<file path="config.mk">
export PLATFORM = sky130hd
export DESIGN_NAME = addr_pair_reg_flat
export DESIGN_NICKNAME = d
export VERILOG_FILES = /design/src/rtl/addr_pair_reg_if.sv /design/src/rtl/addr_pair_reg.sv /design/src/flat_wrapper.sv
export SDC_FILE = /design/constraint.sdc
export NUM_CORES = 1
export LEC_CHECK = 0
export ABC_AREA = 1
export BUFFER_PORTS_ARGS = -buffer_cell sky130_fd_sc_hd__clkbuf_2
export CORE_ASPECT_RATIO = 1.25
export CORE_MARGIN = 3
export CORE_UTILIZATION = 56
export DETAILED_ROUTE_END_ITERATION = 16
export MAX_ROUTING_LAYER = met4
export PLACE_DENSITY = 0.79
export SYNTH_ARGS = -nofsm -noshare
export SYNTH_HDL_FRONTEND = slang
export SYNTH_SLANG_ARGS = --single-unit
</file>
<file path="constraint.sdc">
create_clock -name clk -period 2.1 [get_ports clk]
set_input_delay 0 -clock clk [delete_from_list [all_inputs] [get_ports clk]]
set_output_delay 0 -clock clk [all_outputs]
set_load 0.01 [all_outputs]
</file>
<file path="src/rtl/addr_pair_reg_if.sv">
// Handshake/bus bundle between the address-pair register and its controller.
// Carries load, arithmetic-op and status signals; no timing of its own.
// No backpressure: the controller watches busy and re-issues dropped ops itself.
interface addr_pair_reg_if #(
    parameter int HALF_W = 8
);
    logic              ld_l;
    logic              ld_h;
    logic [HALF_W-1:0] l_in;
    logic [HALF_W-1:0] h_in;
    logic              inc;
    logic              offs_en;
    logic [HALF_W-1:0] offs;
    logic              idx_en;
    logic [HALF_W-1:0] idx;
    logic [HALF_W-1:0] out_l;
    logic [HALF_W-1:0] out_h;
    logic              busy;
    logic              page_cross;
    logic              done;

    // Controller side: issues loads and ops, observes the address and status.
    modport master (
        output ld_l, ld_h, l_in, h_in, inc, offs_en, offs, idx_en, idx,
        input  out_l, out_h, busy, page_cross, done
    );

    // Register side.
    modport slave (
        input  ld_l, ld_h, l_in, h_in, inc, offs_en, offs, idx_en, idx,
        output out_l, out_h, busy, page_cross, done
    );
endinterface

</file>
<file path="src/rtl/addr_pair_reg.sv">
// {high,low} address register pair with increment, signed offset and index add.
// Latency: 1 cycle per op, 2 cycles when an offset/index add crosses a page.
// Backpressure: busy for the fix-up cycle; inc/offs/idx then dropped, loads honoured.
module addr_pair_reg #(
    parameter int                  HALF_W    = 8,
    parameter logic [2*HALF_W-1:0] RST_VAL   = '0,
    parameter bit                  WRAP_PAGE = 1'b0
) (
    input  logic          clk,
    input  logic          rst_n,
    addr_pair_reg_if.slave bus
);
    localparam logic [HALF_W-1:0]   ONE_H = {{(HALF_W-1){1'b0}}, 1'b1};
    localparam logic [2*HALF_W-1:0] ONE_F = {{(2*HALF_W-1){1'b0}}, 1'b1};

    typedef enum logic {
        IDLE = 1'b0,
        FIXH = 1'b1
    } state_t;

    state_t            state_q, state_d;
    logic [HALF_W-1:0] low_q, low_d;
    logic [HALF_W-1:0] high_q, high_d;
    logic              fix_dir_q, fix_dir_d;   // 0: high +1, 1: high -1
    logic              busy_q, busy_d;
    logic              page_cross_q, page_cross_d;
    logic              done_q, done_d;

    logic [HALF_W:0]     offs_sum;
    logic [HALF_W:0]     idx_sum;
    logic [2*HALF_W-1:0] inc_sum;
    logic                offs_cross;
    logic                idx_cross;
    logic                offs_neg;

    // Adders and page-crossing detection on the low half.
    // A negative offset crosses when there is no carry out (borrow into high).
    always_comb begin
        offs_sum   = {1'b0, low_q} + {1'b0, bus.offs};
        idx_sum    = {1'b0, low_q} + {1'b0, bus.idx};
        inc_sum    = {high_q, low_q} + ONE_F;
        offs_neg   = bus.offs[HALF_W-1];
        offs_cross = offs_neg ? ~offs_sum[HALF_W] : offs_sum[HALF_W];
        idx_cross  = idx_sum[HALF_W];
    end

    // Next-state: loads win, then offset, then index, then increment.
    // In FIXH only loads are honoured; a high load replaces the fix-up result.
    always_comb begin
        state_d      = state_q;
        low_d        = low_q;
        high_d       = high_q;
        fix_dir_d    = fix_dir_q;
        busy_d       = 1'b0;
        page_cross_d = page_cross_q;
        done_d       = 1'b0;

        if (state_q == FIXH) begin
            state_d = IDLE;
            done_d  = 1'b1;
            high_d  = fix_dir_q ? (high_q - ONE_H) : (high_q + ONE_H);
            if (bus.ld_l) low_d  = bus.l_in;
            if (bus.ld_h) high_d = bus.h_in;
        end else if (bus.ld_l || bus.ld_h) begin
            done_d = 1'b1;
            if (bus.ld_l) low_d  = bus.l_in;
            if (bus.ld_h) high_d = bus.h_in;
        end else if (bus.offs_en) begin
            low_d = offs_sum[HALF_W-1:0];
            if (offs_cross && !WRAP_PAGE) begin
                state_d      = FIXH;
                busy_d       = 1'b1;
                page_cross_d = 1'b1;
                fix_dir_d    = offs_neg;
            end else begin
                page_cross_d = 1'b0;
                done_d       = 1'b1;
            end
        end else if (bus.idx_en) begin
            low_d = idx_sum[HALF_W-1:0];
            if (idx_cross && !WRAP_PAGE) begin
                state_d      = FIXH;
                busy_d       = 1'b1;
                page_cross_d = 1'b1;
                fix_dir_d    = 1'b0;
            end else begin
                page_cross_d = 1'b0;
                done_d       = 1'b1;
            end
        end else if (bus.inc) begin
            {high_d, low_d} = inc_sum;
            done_d          = 1'b1;
        end
    end

    // State, address and status registers.
    always_ff @(posedge clk or negedge rst_n) begin
        if (!rst_n) begin
            state_q      <= IDLE;
            low_q        <= RST_VAL[HALF_W-1:0];
            high_q       <= RST_VAL[2*HALF_W-1:HALF_W];
            fix_dir_q    <= 1'b0;
            busy_q       <= 1'b0;
            page_cross_q <= 1'b0;
            done_q       <= 1'b0;
        end else begin
            state_q      <= state_d;
            low_q        <= low_d;
            high_q       <= high_d;
            fix_dir_q    <= fix_dir_d;
            busy_q       <= busy_d;
            page_cross_q <= page_cross_d;
            done_q       <= done_d;
        end
    end

    assign bus.out_l      = low_q;
    assign bus.out_h      = high_q;
    assign bus.busy       = busy_q;
    assign bus.page_cross = page_cross_q;
    assign bus.done       = done_q;
endmodule

</file>
<file path="src/flat_wrapper.sv">
// flat-port wrapper written by rule: the top's interface ports become plain ports
module addr_pair_reg_flat 
#(
    parameter int                  HALF_W    = 8,
    parameter logic [2*HALF_W-1:0] RST_VAL   = '0,
    parameter bit                  WRAP_PAGE = 1'b0
)
  (clk, rst_n, bus_ld_l, bus_ld_h, bus_l_in, bus_h_in, bus_inc, bus_offs_en, bus_offs, bus_idx_en, bus_idx, bus_out_l, bus_out_h, bus_busy, bus_page_cross, bus_done);
  addr_pair_reg_if #(.HALF_W(HALF_W)) bus_i ();
  input  logic clk;
  input  logic rst_n;
  input wire logic [$bits(bus_i.ld_l)-1:0] bus_ld_l;
  input wire logic [$bits(bus_i.ld_h)-1:0] bus_ld_h;
  input wire logic [$bits(bus_i.l_in)-1:0] bus_l_in;
  input wire logic [$bits(bus_i.h_in)-1:0] bus_h_in;
  input wire logic [$bits(bus_i.inc)-1:0] bus_inc;
  input wire logic [$bits(bus_i.offs_en)-1:0] bus_offs_en;
  input wire logic [$bits(bus_i.offs)-1:0] bus_offs;
  input wire logic [$bits(bus_i.idx_en)-1:0] bus_idx_en;
  input wire logic [$bits(bus_i.idx)-1:0] bus_idx;
  output wire logic [$bits(bus_i.out_l)-1:0] bus_out_l;
  output wire logic [$bits(bus_i.out_h)-1:0] bus_out_h;
  output wire logic [$bits(bus_i.busy)-1:0] bus_busy;
  output wire logic [$bits(bus_i.page_cross)-1:0] bus_page_cross;
  output wire logic [$bits(bus_i.done)-1:0] bus_done;
  assign bus_i.ld_l = bus_ld_l;
  assign bus_i.ld_h = bus_ld_h;
  assign bus_i.l_in = bus_l_in;
  assign bus_i.h_in = bus_h_in;
  assign bus_i.inc = bus_inc;
  assign bus_i.offs_en = bus_offs_en;
  assign bus_i.offs = bus_offs;
  assign bus_i.idx_en = bus_idx_en;
  assign bus_i.idx = bus_idx;
  assign bus_out_l = bus_i.out_l;
  assign bus_out_h = bus_i.out_h;
  assign bus_busy = bus_i.busy;
  assign bus_page_cross = bus_i.page_cross;
  assign bus_done = bus_i.done;
  addr_pair_reg #(.HALF_W(HALF_W), .RST_VAL(RST_VAL), .WRAP_PAGE(WRAP_PAGE)) u_core (.clk(clk), .rst_n(rst_n), .bus(bus_i));
endmodule
</file>
== After elaboration in Yosys (flattened, before gate mapping) ==
Index checks and enable logic that the tools add are counted.
Cells by class
  add/subtract/negate cells: 5
  eq/ne operators: 4
  multiplexer cells: 34
  bitwise logic cells: 3
  reduce and logical (&&, ||, !) cells: 8
Operators by type and width (number)
  $mux 8: 14
  $mux 1: 20
  $add 8x8->9: 2
  $add 16x1->16 const B: 1
  $add 8x1->8 const B: 1
  $sub 8x1->8 const B: 1
  $ne 3x1->1 const B: 2
  $reduce_and 5->1: 1
  $reduce_bool 5->1: 1
  $reduce_and 4->1: 1
  $reduce_bool 2->1: 2
  $ne 3x2->1 const B: 1
  $not 1->1: 3
  $reduce_and 3->1: 1
  $reduce_bool 3->1: 1
  $ne 2x1->1 const B: 1
  $logic_or 1x1->1: 1
Storage, ports and cells
  bits in registers: 20
  input bits: 39
  output and inout bits: 19
  logic and storage cells: 60

== Logic depth before layout (Yosys ltp) ==
  word-level depth: 7
  depth in mapped cells: 15
  gate-level depth less buffers: 15

== Least setup slack after synthesis ==
Ideal clock, no wire load.
  path type: register to register
  from: reg u_core.low_q[0] (netlist: u_core.bus.out_l[0])
  to: reg u_core.fix_dir_q
  library setup time: 117 ps
  data arrival time: 1745 ps
  data required time: 1983 ps
  setup slack: 238 ps
  stages on the path, launching flop included: 14
  buffers on the path: 0
  clock period less this slack: 1862 ps
  cells stage by stage: dfrtp_1 > ha_1 > inv_1 > fa_1 > inv_1 > nand3_1 > nand3_1 > nand4_1 > nand3_1 > nand2_1 > nand3_1 > nand2_1 > nand2_1 > nand2_1
On the way
  cells in the longest elaborated chain, start to end: 5
  elaborated cells between the ends (all ways): 7
  classes of those cells: add/sub: 2; eq/ne: 1; mux: 1; bitwise: 1; reduce/logical: 2
RTL lines
  start, declared: line addr_pair_reg.sv:22  | logic [HALF_W-1:0] low_q, low_d;
  start signal, assigned: line addr_pair_reg.sv:100  | low_q <= RST_VAL[HALF_W-1:0];
  start signal, assigned: line addr_pair_reg.sv:108  | low_q <= low_d;
  $add 8x8->9: line addr_pair_reg.sv:39  | offs_sum = {1'b0, low_q} + {1'b0, bus.offs};
  $not 1->1: line addr_pair_reg.sv:43  | offs_cross = offs_neg ? ~offs_sum[HALF_W] : offs_sum[HALF_W];
  $mux 1: line addr_pair_reg.sv:43
  $ne 2x1->1 (no source line)
  $reduce_and 5->1 (no source line) (*)
  end signal, assigned: line addr_pair_reg.sv:110  | fix_dir_q <= fix_dir_d;
  end, declared: line addr_pair_reg.sv:24  | logic fix_dir_q, fix_dir_d;
Every way passes the cells marked *; elsewhere a longest branch is shown, timed or not.
A chain may end at the register's enable or synchronous reset.

== Worst setup path in the final report ==
Ends and elaborated chain as after synthesis.

==> results.md <==
* Startpoint class of the critical path: register
* Root Buffer: clkbuf_8
* Crit share post-route at 0.923
* Max_slew headroom at 0.603
* Combinational share of power at 0.578
* Total gr overflow at 0
* Final cell count without fillers at between 500 and 600
* Post-Synth Adder-Cell Area at 0.127
* Clock slew at reported path FFs at ~0.090 ns
* Antenna viol nets, final at 0
* Hold Path Origin: bus_l_in[1]
* Post-Syn Nets at roughly 500
* Async S/R FF share, synth at 1.00
* Initial DRC count at approximately 180
* Gpl congestion at 0.956
* Net Sw Frac at 0.461
* Synth Cell Area at 2740 um2
* Sequential-to-total area share from yosys stat at 0.183
* Period minus WS final at ~1.9 ns
* Synth Area per Inst at between 6 and 7 um2
* Max-Cap Viols at 0
* R2R Path End: u_core.fix_dir_q
* Row count at 27
* Status: completed
* Finished Cell Area at approximately 3200 um2
* Initial Utilization at 0.600
* Total GRT Usage at 0.302
* Post-synth EDFFs at 0
* Sink Count at 20
* Synth cell types at between 40 and 50
* Post-synthesis mux area share at 0
* Final #Nets at approximately 570
* Max Fclk at roughly 520 MHz
* Syn Inst Count at approximately 430
* Leakage at roughly 1.8 nW
* WP data required at ~2.3 ns
* Most common cell after layout, fill and taps aside: nand2_1
* Clk Latency, worst-skew pair at roughly 0.27 ns
* Max Transition Viols Final at 0
* Tot Pwr at 2.29 mW
* Yosys warning count at 0
* Most frequent cells in the layout: nand2_1 (117), clkbuf_2 (57), inv_1 (54)
* Via Count at 3152
* Hold Path Depth at 3
* Pint at 1.23 mW
* Main synth FF type: dfrtp_1
* Final hold violation count at 0
* 1st-pass router iterations at 5
* Die width at between 60 and 70 um
* Net Sw Power at 1.05 mW
* Setup_tns at 0 ns
* CTS tree: yes
* Layout cells sized above 1 at 0.191
* Number of remaining DRC errors at 0
* Core area at ~4600 um2
* Largest net degree at the start of global routing at 21
* Fin Hold WS at 0.0354 ns
* FF-to-FF Start: u_core.bus.out_l[0]
* DR WL/cell at 14.5 um
* DPL Wire Length at about 6.5 mm
* RSZ-0062 raised after global routing: no
* Worst Setup Path Type: reg -> reg
* Largest family of logic cells by synthesized area: simple AND/OR/NAND/NOR gates
* Worst-margin pin slew at slightly below 0.6 ns
* CP endpoint kind: register
* DIE HEIGHT at 84.2 um
* Number of cells after detailed placement at approximately 550
* Clock Tree Buf Depth at 2
* Simple-Gate Fraction of Synth Area at 0.378
* Crit path DAT at 2.10 ns
* P&R area growth vs syn at 18.0%
* Via/cell ratio at 5.62
* H-tree Lvls at 1
* First-pass GRT wire length at between 10 and 15 mm
* Worst Skew at roughly 0.0011 ns
* Sequential Power Share at 0.243
* Initial antenna violation count at 0
* Num ports at 58
* N_diodes at 0
* Worst Reg-to-Reg Cells at 13
* Hold Path Sink: u_core.bus.out_l[1]
* Synthesized flop and latch total at 20
* Pwr dens at slightly above 700 nW/um2
* Final setup violation count at 0
* Xor/xnor share of the synthesized area at 0.0256
* R2R setup slack at between 0.15 and 0.2 ns
* Worst min-delay path category: in -> reg
* Clock network fraction of design power at 0.179
* Worst VDD drop at ~0.35 mV
* DIE AREA at 5770 um2
* Crit Path Max Fanout at 5
* Number of I/O port buffers at 57
* Inserted Clock Buffers at 3
* Number of global-route vias before repair at between 2k and 3k
* Dpl cell area at 3120 um2
* Compound-Gate Fraction of Synth Area at 0.172
* Total Wirelength at around 8.1 mm
==> per-stage QoR <==
stage	utilization	setup slack (ns)
2_1_floorplan	-	0.238
3_3_place_gp	0.684	0.168
3_5_place_dp	0.684	0.102
4_1_cts	0.702	0.0894
5_1_grt	0.708	0.00145
6_report	0.708	0.162
==> final cells by class <==
type,instances,area (um2)
multi-input combinational,344,1930
fill,407,1330
sequential,20,502
timing repair buffer,73,408
inverter,62,243
tap,58,72.6
clock buffer,3,41.3
clock inverter,1,30.0
==> worst max-delay path: stages (launching register included) <==
cell and delay [ns]:
dfrtp_2 0.42, ha_1 0.18, inv_1 0.05, fa_1 0.39, inv_1 0.07, nand3_1 0.06, nand2_1 0.12, nand4_1 0.10
nand4_1 0.11, nand2_1 0.06, inv_1 0.09, nand2_2 0.07, nand2_1 0.06, nand2_1 0.06
==> state kept, by name (all words and copies together) (netlist names) <==
name                   flops
u_core.bus.done            1
u_core.bus.out_h           8
u_core.bus.out_l           8
u_core.bus.page_cross      1
u_core.fix_dir_q           1
u_core.state_q             1
==> power groups by stage <==
stage          clock (mW)  combinational, mW  sequential [mW]
6_report            0.409               1.32            0.555
5_1_grt             0.421               1.50            0.563
3_3_place_gp            0               1.26            0.560
4_1_cts             0.407               1.30            0.554
2_1_floorplan           0              0.869            0.582
3_5_place_dp            0               1.28            0.562
==> logic make-up after synthesis <==
kind of cell    after synthesis
compound gates               82
xor+xnor                      8
fa+ha+maj                    26
buf+inv                      70
flops                        20
simple gates                228
==> worst max path at each step <==
stage | slack (ns) | startpoint | depth (start not counted) | endpoint
6_report | 0.16 | u_core.bus.out_l[0] | 13 | u_core.fix_dir_q
5_1_grt | 0.001 | u_core.bus.out_l[0] | 13 | u_core.fix_dir_q
4_1_cts | 0.09 | u_core.bus.out_l[0] | 13 | u_core.fix_dir_q
3_5_place_dp | 0.10 | u_core.bus.out_l[0] | 13 | u_core.fix_dir_q
3_3_place_gp | 0.17 | u_core.bus.out_l[0] | 13 | u_core.fix_dir_q
2_1_floorplan | 0.24 | u_core.bus.out_l[0] | 13 | u_core.fix_dir_q
==> timing repair <==
| item | 4_1_cts | 5_1_grt |
|---|---|---|
| endpoints found under the hold margin | 20 | 0 |
| buffers inserted | 0 | 2 |
| hold buffers | 1 | 0 |
| setup endpoints to repair | 0 | 6 |
| resized for setup | 0 | 5 |
==> per-layer routing <==
layer / share of wire / GRT usage / routed length, um / up-vias
li1: - / - / - / 1588
met1: 0.39 / 0.323 / 3160 / 1400
met2: 0.51 / 0.537 / 4180 / 138
met3: 0.058 / 0.0268 / 470 / 26
met4: 0.038 / 0.137 / 312 / 0
met5: 0 / - / 0 / -
==> synth_stat cells (2+ instances only) <==
cell type	number	area, um2
and2_1	2	12.5
nand3b_1	7	52.6
o22ai_1	3	18.8
nor3_1	5	25.0
nor2_1	35	131
inv_1	55	206
dfrtp_1	20	500
nand2_1	118	443
nand4_1	13	81.3
clkinv_1	2	7.51
a31oi_1	4	25.0
clkbuf_1	2	7.51
ha_1	23	288
buf_6	4	45.0
o211ai_1	6	45.0
o21ai_0	19	95.1
inv_4	2	12.5
xnor2_1	3	26.3
nand3_1	40	200
or2_2	2	12.5
xor2_1	5	43.8
a21oi_1	42	210
inv_2	2	7.51
fa_1	3	60.1
Note: power is estimated with default switching activity, not from simulation.
